**src/rtl/pipeline_skid_reg_if.sv**
```systemverilog
`default_nettype none
// ============================================================================
//  Module      : pipeline_skid_reg_if
//  Description : valid/ready handshake bundle for one pipeline_skid_reg stage,
//                upstream and downstream sides, plus flush and occupancy.
//  Revision    : 1.0 - initial release
// ============================================================================
interface pipeline_skid_reg_if #(
  parameter type T_DATA = logic [31:0]
);
  logic       flush_i;
  logic       valid_i;
  logic       ready_o;
  T_DATA      data_i;
  logic       valid_o;
  logic       ready_i;
  T_DATA      data_o;
  logic [1:0] occupancy_o;

  // Stage side: consumes upstream/downstream controls, produces outputs
  modport slave (
    input  flush_i, valid_i, data_i, ready_i,
    output ready_o, valid_o, data_o, occupancy_o
  );

  // Environment side: drives the stage and observes its outputs
  modport master (
    output flush_i, valid_i, data_i, ready_i,
    input  ready_o, valid_o, data_o, occupancy_o
  );
endinterface
`default_nettype wire

```
**src/rtl/pipeline_skid_reg.sv**
```systemverilog
`default_nettype none
// ============================================================================
//  Module      : pipeline_skid_reg
//  Description : Two-entry skid-buffer pipeline stage. Both valid_o and
//                ready_o come straight from flops, cutting the combinational
//                ready chain while keeping one transfer per cycle.
//  Revision    : 1.0 - initial release
// ============================================================================
module pipeline_skid_reg #(
  parameter type T_DATA = logic [31:0]
) (
  input  wire                       clk_i,
  input  wire                       rst_i,
  pipeline_skid_reg_if.slave        bus
);

  typedef enum logic [1:0] {
    S_EMPTY = 2'd0,
    S_BUSY  = 2'd1,
    S_FULL  = 2'd2
  } state_t;

  state_t     r_state;
  T_DATA      r_main;
  T_DATA      r_skid;
  logic       r_valid;
  logic       r_ready;
  logic [1:0] r_occ;

  // Handshake inputs as seen by the state machine this cycle
  logic w_in;
  logic w_out;
  assign w_in  = bus.valid_i;
  assign w_out = bus.ready_i;

  // State, storage and registered handshake outputs; reset > flush > normal
  always_ff @(posedge clk_i) begin
    if (rst_i) begin
      r_state <= S_EMPTY;
      r_main  <= '0;
      r_skid  <= '0;
      r_valid <= 1'b0;
      r_ready <= 1'b1;
      r_occ   <= 2'd0;
    end else if (bus.flush_i) begin
      // Entries are dropped by clearing valid only; payload regs keep contents
      r_state <= S_EMPTY;
      r_valid <= 1'b0;
      r_ready <= 1'b1;
      r_occ   <= 2'd0;
    end else begin
      case (r_state)
        S_EMPTY: begin
          // Downstream ready is irrelevant with nothing to offer
          if (w_in) begin
            r_main  <= bus.data_i;
            r_state <= S_BUSY;
            r_valid <= 1'b1;
            r_ready <= 1'b1;
            r_occ   <= 2'd1;
          end
        end
        S_BUSY: begin
          if (w_in && w_out) begin
            // Streaming: replace the consumed head with the new beat
            r_main <= bus.data_i;
          end else if (w_in) begin
            // Head is stalled, park the new beat behind it
            r_skid  <= bus.data_i;
            r_state <= S_FULL;
            r_valid <= 1'b1;
            r_ready <= 1'b0;
            r_occ   <= 2'd2;
          end else if (w_out) begin
            r_state <= S_EMPTY;
            r_valid <= 1'b0;
            r_ready <= 1'b1;
            r_occ   <= 2'd0;
          end
        end
        S_FULL: begin
          // ready_o is low here, so upstream valid is not sampled; the drain
          // cycle moves skid to head and reopens ready on the next cycle
          if (w_out) begin
            r_main  <= r_skid;
            r_state <= S_BUSY;
            r_valid <= 1'b1;
            r_ready <= 1'b1;
            r_occ   <= 2'd1;
          end
        end
        default: begin
          r_state <= S_EMPTY;
          r_valid <= 1'b0;
          r_ready <= 1'b1;
          r_occ   <= 2'd0;
        end
      endcase
    end
  end

  assign bus.data_o      = r_main;
  assign bus.valid_o     = r_valid;
  assign bus.ready_o     = r_ready;
  assign bus.occupancy_o = r_occ;

endmodule
`default_nettype wire

```
**src/flat_wrapper.sv**
```systemverilog
// flat-port wrapper written by rule: the top's interface ports become plain ports
module pipeline_skid_reg_flat 
#(
  parameter type T_DATA = logic [31:0]
)
  (clk_i, rst_i, bus_flush_i, bus_valid_i, bus_data_i, bus_ready_i, bus_ready_o, bus_valid_o, bus_data_o, bus_occupancy_o);
  pipeline_skid_reg_if #(.T_DATA(T_DATA)) bus_i ();
  input  wire clk_i;
  input  wire rst_i;
  input wire logic [$bits(bus_i.flush_i)-1:0] bus_flush_i;
  input wire logic [$bits(bus_i.valid_i)-1:0] bus_valid_i;
  input wire logic [$bits(bus_i.data_i)-1:0] bus_data_i;
  input wire logic [$bits(bus_i.ready_i)-1:0] bus_ready_i;
  output wire logic [$bits(bus_i.ready_o)-1:0] bus_ready_o;
  output wire logic [$bits(bus_i.valid_o)-1:0] bus_valid_o;
  output wire logic [$bits(bus_i.data_o)-1:0] bus_data_o;
  output wire logic [$bits(bus_i.occupancy_o)-1:0] bus_occupancy_o;
  assign bus_i.flush_i = bus_flush_i;
  assign bus_i.valid_i = bus_valid_i;
  assign bus_i.data_i = bus_data_i;
  assign bus_i.ready_i = bus_ready_i;
  assign bus_ready_o = bus_i.ready_o;
  assign bus_valid_o = bus_i.valid_o;
  assign bus_data_o = bus_i.data_o;
  assign bus_occupancy_o = bus_i.occupancy_o;
  pipeline_skid_reg #(.T_DATA(T_DATA)) u_core (.clk_i(clk_i), .rst_i(rst_i), .bus(bus_i));
endmodule
```
**config.mk**
```make
export PLATFORM = sky130hd
export DESIGN_NAME = pipeline_skid_reg_flat
export DESIGN_NICKNAME = d
export VERILOG_FILES = /design/src/rtl/pipeline_skid_reg_if.sv /design/src/rtl/pipeline_skid_reg.sv /design/src/flat_wrapper.sv
export SDC_FILE = /design/constraint.sdc
export NUM_CORES = 1
export LEC_CHECK = 0
export ABC_AREA = 1
export CORE_MARGIN = 1.5
export CORE_UTILIZATION = 37
export DETAILED_ROUTE_END_ITERATION = 7
export GPL_TIMING_DRIVEN = 0
export PLACE_DENSITY = 0.76
export SLEW_MARGIN = 15
export SYNTH_ARGS = -nofsm -noshare
export SYNTH_HDL_FRONTEND = slang
export SYNTH_SLANG_ARGS = --single-unit
```
**constraint.sdc**
```tcl
create_clock -name clk_i -period 1.5 [get_ports clk_i]
set_input_delay 0.3 -clock clk_i [delete_from_list [all_inputs] [get_ports clk_i]]
set_output_delay 0.3 -clock clk_i [all_outputs]
set_load 0.03 [all_outputs]
```
# [Word level (Yosys, flattened, before mapping)]
# Cells that the tools add are included.
[totals] romBits=0 latchBits=0 n_memories=0 elab_cells=42 in_bits=37 ram_bits=0 ff_bits=68 out_inout_bits=36
[op_classes] add_sub_neg=0 bitwise_logic=2 div_mod_pow=0 eq_ne=7 reduce_logical=8 n_shift=0 muxes=20 n_mul=0 order_cmp=0
[op_table] cell="$mux W32" count=3
[op_table] cell="$pmux W32 S3" count=1
[op_table] cell="$mux W2" count=5
[op_table] cell="$mux W1" count=8
[op_table] cell="$reduce_and A4 Y1" count=2
[op_table] cell="$ne A2 B2 Y1 const B" count=3
[op_table] cell="$pmux W1 S3" count=2
[op_table] cell="$pmux W2 S3" count=1
[op_table] cell="$reduce_and A5 Y1" count=1
[op_table] cell="$ne A3 B3 Y1 const B" count=1
[op_table] cell="$reduce_bool A3 Y1" count=1
[op_table] cell="$eq A2 B1 Y1 const B" count=1
[op_table] cell="$eq A2 B2 Y1 const B" count=1
[op_table] cell="$logic_not A2 Y1" count=1
[op_table] cell="$ne A2 B1 Y1 const B" count=1
[op_table] cell="$not A1 Y1" count=2
[op_table] cell="$reduce_and A2 Y1" count=1
[op_table] cell="$reduce_or A2 Y1" count=1
[op_table] cell="$logic_and A1 B1 Y1" count=1

# [Logic depth before layout (Yosys ltp)]
# Gate-level depths: netlist (run 1).
[depth] word_depth=4 ltp_mapped=10 depth_no_buf=8

# [Worst setup path before layout (run 1)]
# Ideal clock, no wire load.
[synth_path] kind="register to register" from="register u_core.r_state[0]" to="register u_core.r_main (netlist bit u_core.bus.data_o[22])" setup_time_ns=0.113 setup_slack_ns=-0.278 synth_period_minus_slack_ns=1.778 arrival_time_ns=1.665 path_buffers=2 t_required_ns=1.387 stages_incl_launch_ff=11 path_cell_list="dfxtp_1 inv_1 ha_1 buf_2 nand2_1 nand3_1 nor2_4 buf_4 nand2_1 nand2_1 nor2_1"
[synth_via] elab_chain_cells=3 elab_cells_between_ends=9 cone_classes="5 x eq/ne; 1 x mux; 3 x reduce/logical"
[synth_lines] item="start, declared" line="pipeline_skid_reg.sv:23" rtl="state_t r_state;"
[synth_lines] item="start signal, assigned" line="pipeline_skid_reg.sv:39" rtl="r_state <= S_EMPTY;"
[synth_lines] item="start signal, assigned" line="pipeline_skid_reg.sv:47" rtl="r_state <= S_EMPTY;"
[synth_lines] item="start signal, assigned" line="pipeline_skid_reg.sv:57" rtl="r_state <= S_BUSY;"
[synth_lines] item="$eq A2 B1 Y1 (tied with other cells)" line="pipeline_skid_reg.sv:52" rtl="case (r_state)"
[synth_lines] item="$ne A2 B1 Y1 (no source line) (tied with other cells)"
[synth_lines] item="$reduce_and A5 Y1 (no source line)"
[synth_lines] item="end signal, assigned" line="pipeline_skid_reg.sv:56" rtl="r_main <= bus.data_i;"
[synth_lines] item="end signal, assigned" line="pipeline_skid_reg.sv:66" rtl="r_main <= bus.data_i;"
[synth_lines] item="end signal, assigned" line="pipeline_skid_reg.sv:85" rtl="r_main <= r_skid;"
[synth_lines] item="end, declared" line="pipeline_skid_reg.sv:24" rtl="T_DATA r_main;"
# Parallel ways exist; a longest one is shown, timed or not.
# A chain may end at the register's enable or synchronous reset.

# [Worst setup path after layout (run 1)]
[layout_path] from="register u_core.r_state[0]" to="register u_core.r_main (netlist bit u_core.bus.data_o[13])"
# Same word-level chain as after synthesis.

==> impl_metrics.toml, run 1 <==
[floorplanning]
die_area_um2 = 8600
rows = 32
fp.dieH_um = 92.8
die_w_um = 92.8
initial_core_util_pct = 38.4
io_pins = 73
core_area_um2 = 7770

[detailed_routing]
wl_per_cell_um = 11.9
drc_errors = 0
drt-initial-drc-count = 106
firstDrtPassIters = 4
ant_nets = 0
vias_per_cell = 4.64
vias = 2919
wl_mm = 7.52

[power]
power.density_nw_per_um2 = 918
cellLeakagePower_uw = 0.00197
power_uw = 3950
ir_drop_mv = 0.418

[yosys]
synth_top_area_cell = "dfxtp_1"
yosys.area_share.simple_pct = 32.3
synth_top_family_by_area = "simple AND/OR/NAND/NOR gates"
syn_area_um2 = 2980
ys_warn_count = 0
synth_fp_nets = 470
netlist.area_leader.share_pct = 45.7
seq_area_frac_synth_pct = 45.7
netlist_top_cells_area = "dfxtp_1, nor2_1, nand2_1, a21boi_0, o21ai_0"
netlist_instances = 428
synthAdderAreaFrac_pct = 2.10
synth_cell_types = 17
avgSynthCellArea_um2 = 6.96
synth-xor-area-share_pct = 0
ys_ff_latch = 68
synth-compound-area-share_pct = 14.5
synthMuxAreaShare_pct = 0

[timing]
worst_pin_slew_ns = 0.406
fmax_mhz = 677
setup_viol = 0
relSlewSlack_pct = 72.9
tns_ns = 0
worst_slack_ns = 0.0230
drv_slew = 0
fin_crit_sh_pct = 98.5
whs_ns = 0.461
fin_crit_ns = 1.48
hold_viol_final = 0
finalClockSkew_ns = 0.0101
grt_setup_unrepaired = "true"

[final_layout]
nNetsFinal = 565
post_route_cells_drive_above_1_share_pct = 19.7
layout_commonest_cell = "nor2_1"
syn2layout_area_growth_pct = 44.5
diodes = 0
final_area_um2 = 4310
n_fill_cell = 766
final_cell_mix = "nor2_1, nand2_1, dfxtp_1"

[critical_path]
critPathKind = "register to register"
worst_setup_path_end_kind = "register"
cpMostUsedCell = "nand2_2"
ff2ff_setup_slack_ns = 0.02
required_ns = 1.73
worstReg2RegStart = "u_core.r_state[0]"
path_max_fanout = 8
crit_start = "u_core.r_state[0]"
arrival_ns = 1.71
reg2regPathDepth = 10
critical-path-top-delay-family = "simple AND/OR/NAND/NOR gates"
critPathBufInv = 3
start_kind = "register"
max_stage_delay_ns = 0.40
cp_cell_sequence = "inv_4 -> ha_4 -> nand2_2 -> nand3_2 -> nor2_4 -> buf_6 -> buf_6 -> nand2_2 -> nand2_2 -> nor2_2"
slowest_stage = "dfxtp_4"
r2r_end = "u_core.bus.data_o[13]"

[cts]
insertion_delay_ns = 0.34
h-tree-depth = 3
clockBufferDepth = 2
cts_buffers = 9
cts_tree = "done"
cts-root-buf = "clkbuf_8"
ctsHoldBuffers = 0
clock-sinks = 68
clkTransAtPathRegs_ns = 0.07

[global_routing]
gr-total-overflow = 0
grt_pass1_wl_mm = 12.0
antenna_found_initial = 0
grt_pass1_vias = 2745
grt_use_total_pct = 17.3
grt_max_degree = 12

[placement]
place_area_um2 = 3860
post-dp-hpwl_mm = 5.16
place_ws_ns = -0.448
port_buffers = 72
place.gp.congestion = 0.794

[worst_hold_path]
min_delay_worst_endpoint = "u_core.bus.valid_o"
hp-class = "register to register"
hp-start = "u_core.bus.valid_o"
hold_depth = 2

[status]
outcome = "finished clean"

[job]
cap_viol_max_count = 0
worst min-delay path: cells and delay by family (launching register included):
| family | cells | cell delay, ns |
|---|---|---|
| AO/OA/AOI/OAI | 1 | 0.05 |
| flip-flops | 1 | 0.31 |
| AND/OR/NAND/NOR | 1 | 0.06 |
synthesized netlist by cell type, drive strengths merged:
library cell  count
nor2            134
nand2           110
dfxtp            68
a21boi           33
o21ai            33
buf              14
clkbuf           11
inv               8
nand3             6
ha                5
a21oi             4
clkinv            1
nor3              1
registers in the layout, summed over array words and instances, names as in the netlist:
name,flops
u_core.r_skid,32
u_core.r_state,2
u_core.bus.valid_o,1
u_core.bus.ready_o,1
u_core.bus.data_o,32
metrics by stage:
stage | std cells | util, %
6_report | 629 | 55.4
3_3_place_gp | 602 | 49.7
4_1_cts | 624 | 52.5
5_1_grt | 629 | 55.4
3_5_place_dp | 602 | 49.7
2_1_floorplan | 428 | -
worst max path at each step:
stage,depth (start not counted),slack [ns],endpoint
2_1_floorplan,10,0.003,u_core.bus.data_o[22]
3_3_place_gp,7,-0.40,u_core.r_skid[27]
3_5_place_dp,7,-0.45,u_core.r_skid[15]
4_1_cts,9,0.006,u_core.bus.data_o[4]
5_1_grt,10,-0.1,u_core.bus.data_o[13]
6_report,10,0.02,u_core.bus.data_o[13]
cell families (layout without fill, tap and decap cells):
family	count (synthesis)	count (layout)
AO/OA/AOI/OAI	70	70
adder cells (fa/ha/maj)	5	5
buffers and inverters	34	133
flip-flops	68	68
AND/OR/NAND/NOR	251	251
power by group:
group	leakage, uW	internal (uW)	total [uW]	switching, uW
Sequential	0.000557	1890	1940	44.2
Combinational	0.00133	319	760	440
Clock	0.0000822	582	1250	672
Total	0.00197	2800	3950	1160
final cells by class:
cell class	count	area, um2	share of cell area, %
Sequential cell	68	1370	31.8
Clock inverter	5	28.8	0.668
Multi-Input combinational cell	326	1610	37.5
Tap cell	102	128	2.96
Timing Repair Buffer	85	798	18.5
Clock buffer	10	128	2.96
Buffer	24	203	4.71
Inverter	9	38.8	0.901
layer usage:
layer / share of wire (%) / vias to the layer above / GRT usage [%]
li1: - / 1527 / -
met1: 47 / 1321 / 22.1
met2: 48 / 64 / 29.0
met3: 4.8 / 7 / 4.11
met4: 0.82 / 0 / 4.92
met5: 0 / - / 0
repair_timing:
item | in CTS | in global routing
gates cloned | 1 | 4
setup endpoints to repair | 98 | 67
pin swaps | 2 | 15
setup buffers | 6 | 2
resized for setup | 73 | 82
Note: power is estimated with default switching activity, not from simulation.
==> run 2: changes to the inputs <==
PLACE_DENSITY = 0.74   (was 0.76)
RECOVER_POWER = 25   (was default)
clock period = 1.4 ns   (was 1.5 ns; I/O delays follow)
==> run 2 against run 1 <==
Against the previous run:
- the run now ends with negative setup slack left
- first-iteration DRC count increased by 7.5%
- critical endpoint is now u_core.bus.data_o[12]
- clock skew decreased by 0.0041 ns
- largest cell class unchanged
- worst hold slack better by 0.0030 ns
==> impl_metrics.toml, run 2 (same netlist as run 1, synthesis figures left out) <==
[status]
outcome = "complete, but fails checks"
violations = "negative setup slack"

[detailed_routing]
vias = 3129
ant_nets = 0
drt-initial-drc-count = 114
drc_errors = 0
wl_mm = 8.55
firstDrtPassIters = 5
wl_per_cell_um = 13.1
vias_per_cell = 4.81

[critical_path]
worstReg2RegStart = "u_core.r_state[0]"
max_stage_delay_ns = 0.38
arrival_ns = 1.88
critPathBufInv = 4
start_kind = "register"
critical-path-top-delay-family = "buffers and inverters"
worst_setup_path_end_kind = "register"
reg2regPathDepth = 11
r2r_end = "u_core.bus.data_o[12]"
path_max_fanout = 7
ff2ff_setup_slack_ns = -0.23
critPathKind = "register to register"
cp_cell_sequence = "buf_6 -> ha_4 -> nor2_4 -> nand3_2 -> nor2_4 -> buf_12 -> buf_12 -> buf_16 -> nand2_2 -> nand2_2 -> nor2_1"
slowest_stage = "dfxtp_4"
required_ns = 1.65

[final_layout]
n_fill_cell = 651
final_area_um2 = 4840
post_route_cells_drive_above_1_share_pct = 29.7
final_cell_mix = "nor2_1, nand2_1, dfxtp_1"
syn2layout_area_growth_pct = 62.4
nNetsFinal = 585
layout_commonest_cell = "nor2_1"

[cts]
clkTransAtPathRegs_ns = 0.07
cts_tree = "done"
clock-sinks = 68
cts_buffers = 9
h-tree-depth = 3
cts-root-buf = "clkbuf_8"
insertion_delay_ns = 0.35
ctsHoldBuffers = 0
clockBufferDepth = 2

[global_routing]
grt_max_degree = 12
grt_pass1_vias = 3181
gr-total-overflow = 0
antenna_found_initial = 1
grt_use_total_pct = 21.4
grt_pass1_wl_mm = 14.4

[floorplanning]
io_pins = 73
fp.dieH_um = 92.8
die_w_um = 92.8
rows = 32
core_area_um2 = 7770
die_area_um2 = 8600
initial_core_util_pct = 38.4

[timing]
relSlewSlack_pct = 55.6
worst_pin_slew_ns = 0.665
setup_viol = 66
hold_viol_final = 0
grt_setup_unrepaired = "true"
fmax_mhz = 613
fin_crit_sh_pct = 116
worst_slack_ns = -0.231
drv_slew = 0
finalClockSkew_ns = 0.00600
fin_crit_ns = 1.63
tns_ns = -8.70
whs_ns = 0.464

[job]
cap_viol_max_count = 0

[worst_hold_path]
hp-start = "u_core.bus.valid_o"
hp-class = "register to register"
hold_depth = 2
min_delay_worst_endpoint = "u_core.bus.valid_o"

[placement]
place_ws_ns = -0.518
place_area_um2 = 3880
port_buffers = 72
post-dp-hpwl_mm = 5.15
place.gp.congestion = 0.795

[power]
power.density_nw_per_um2 = 971
ir_drop_mv = 0.532
cellLeakagePower_uw = 0.00213
-- run 2: cell count changes in the layout (fill, tap and decap cells not counted), moves of 7 or more --
cell and delta:
o21ai_0 -29, o21ai_2 +26, dlygate4sd2_1 -20, clkdlybuf4s15_1 +19
a21boi_1 -13, buf_6 +9, a21boi_0 +8, nand2_2 -7
-- run 2: worst max path at each step --
stage	cells after the start	startpoint	slack, ns	end
final	11	u_core.r_state[0]	-0.23	u_core.bus.data_o[12]
after global routing	11	u_core.r_state[0]	-0.31	u_core.bus.data_o[12]
after CTS	11	u_core.r_state[0]	-0.17	u_core.bus.data_o[8]
after detailed placement	7	bus_valid_i	-0.52	u_core.r_skid[27]
after global placement	7	bus_valid_i	-0.48	u_core.r_skid[9]
after floorplan	10	u_core.r_state[0]	-0.06	u_core.bus.data_o[22]
-- run 2: cell type report --
cell class | count | area [um2] | share of cell area, %
clock inverter | 4 | 48.8 | 1.01
timing repair buffer | 106 | 1080 | 22.4
clock buffer | 12 | 145 | 3.00
sequential | 68 | 1370 | 28.3
tap | 102 | 128 | 2.64
inverter | 9 | 41.3 | 0.853
buffer | 23 | 211 | 4.37
antenna | 1 | 2.50 | 0.0517
multi-input combinational | 326 | 1810 | 37.4
-- run 2: report_power, final --
group / internal (uW) / switching [uW] / total [uW] / leakage [uW]
Combinational: 457 / 534 / 991 / 0.00147
Sequential: 2030 / 58.0 / 2090 / 0.000557
Clock: 870 / 752 / 1620 / 0.000100
Total: 3360 / 1340 / 4700 / 0.00213
-- run 2: timing repair --
action	4_1_cts	5_1_grt
hold endpoints to repair	0	0
pin swaps	58	43
setup endpoints to repair	103	89
cloned	9	0
setup buffers	26	4
resized for setup	197	71
-- run 2: through the flow --
| stage | total power [uW] | utilization [%] | instances |
|---|---|---|---|
| 3_5_place_dp | 2910 | 49.9 | 602 |
| 6_report | 4700 | 62.3 | 651 |
| 5_1_grt | 4880 | 62.3 | 651 |
| 2_1_floorplan | 2560 | - | 428 |
| 4_1_cts | 4690 | 61.7 | 651 |
| 3_3_place_gp | 2890 | 49.9 | 602 |
-- run 2: routing by layer --
layer	part of all wire [%]	track usage [%]	vias to the layer above
met2	50	36.5	73
met4	3.1	11.0	0
met1	43	25.0	1456
met5	0	0	-
li1	-	-	1581
met3	4.6	4.76	19
-- run 2: worst reg2reg max path, cell delays in order, from the launching register on --
cell and delay [ns]:
dfxtp_4 0.38, buf_6 0.13, ha_4 0.16, nor2_4 0.08, nand3_2 0.10, nor2_4 0.15, buf_12 0.16, buf_12 0.12
buf_16 0.11, nand2_2 0.05, nand2_2 0.06, nor2_1 0.04
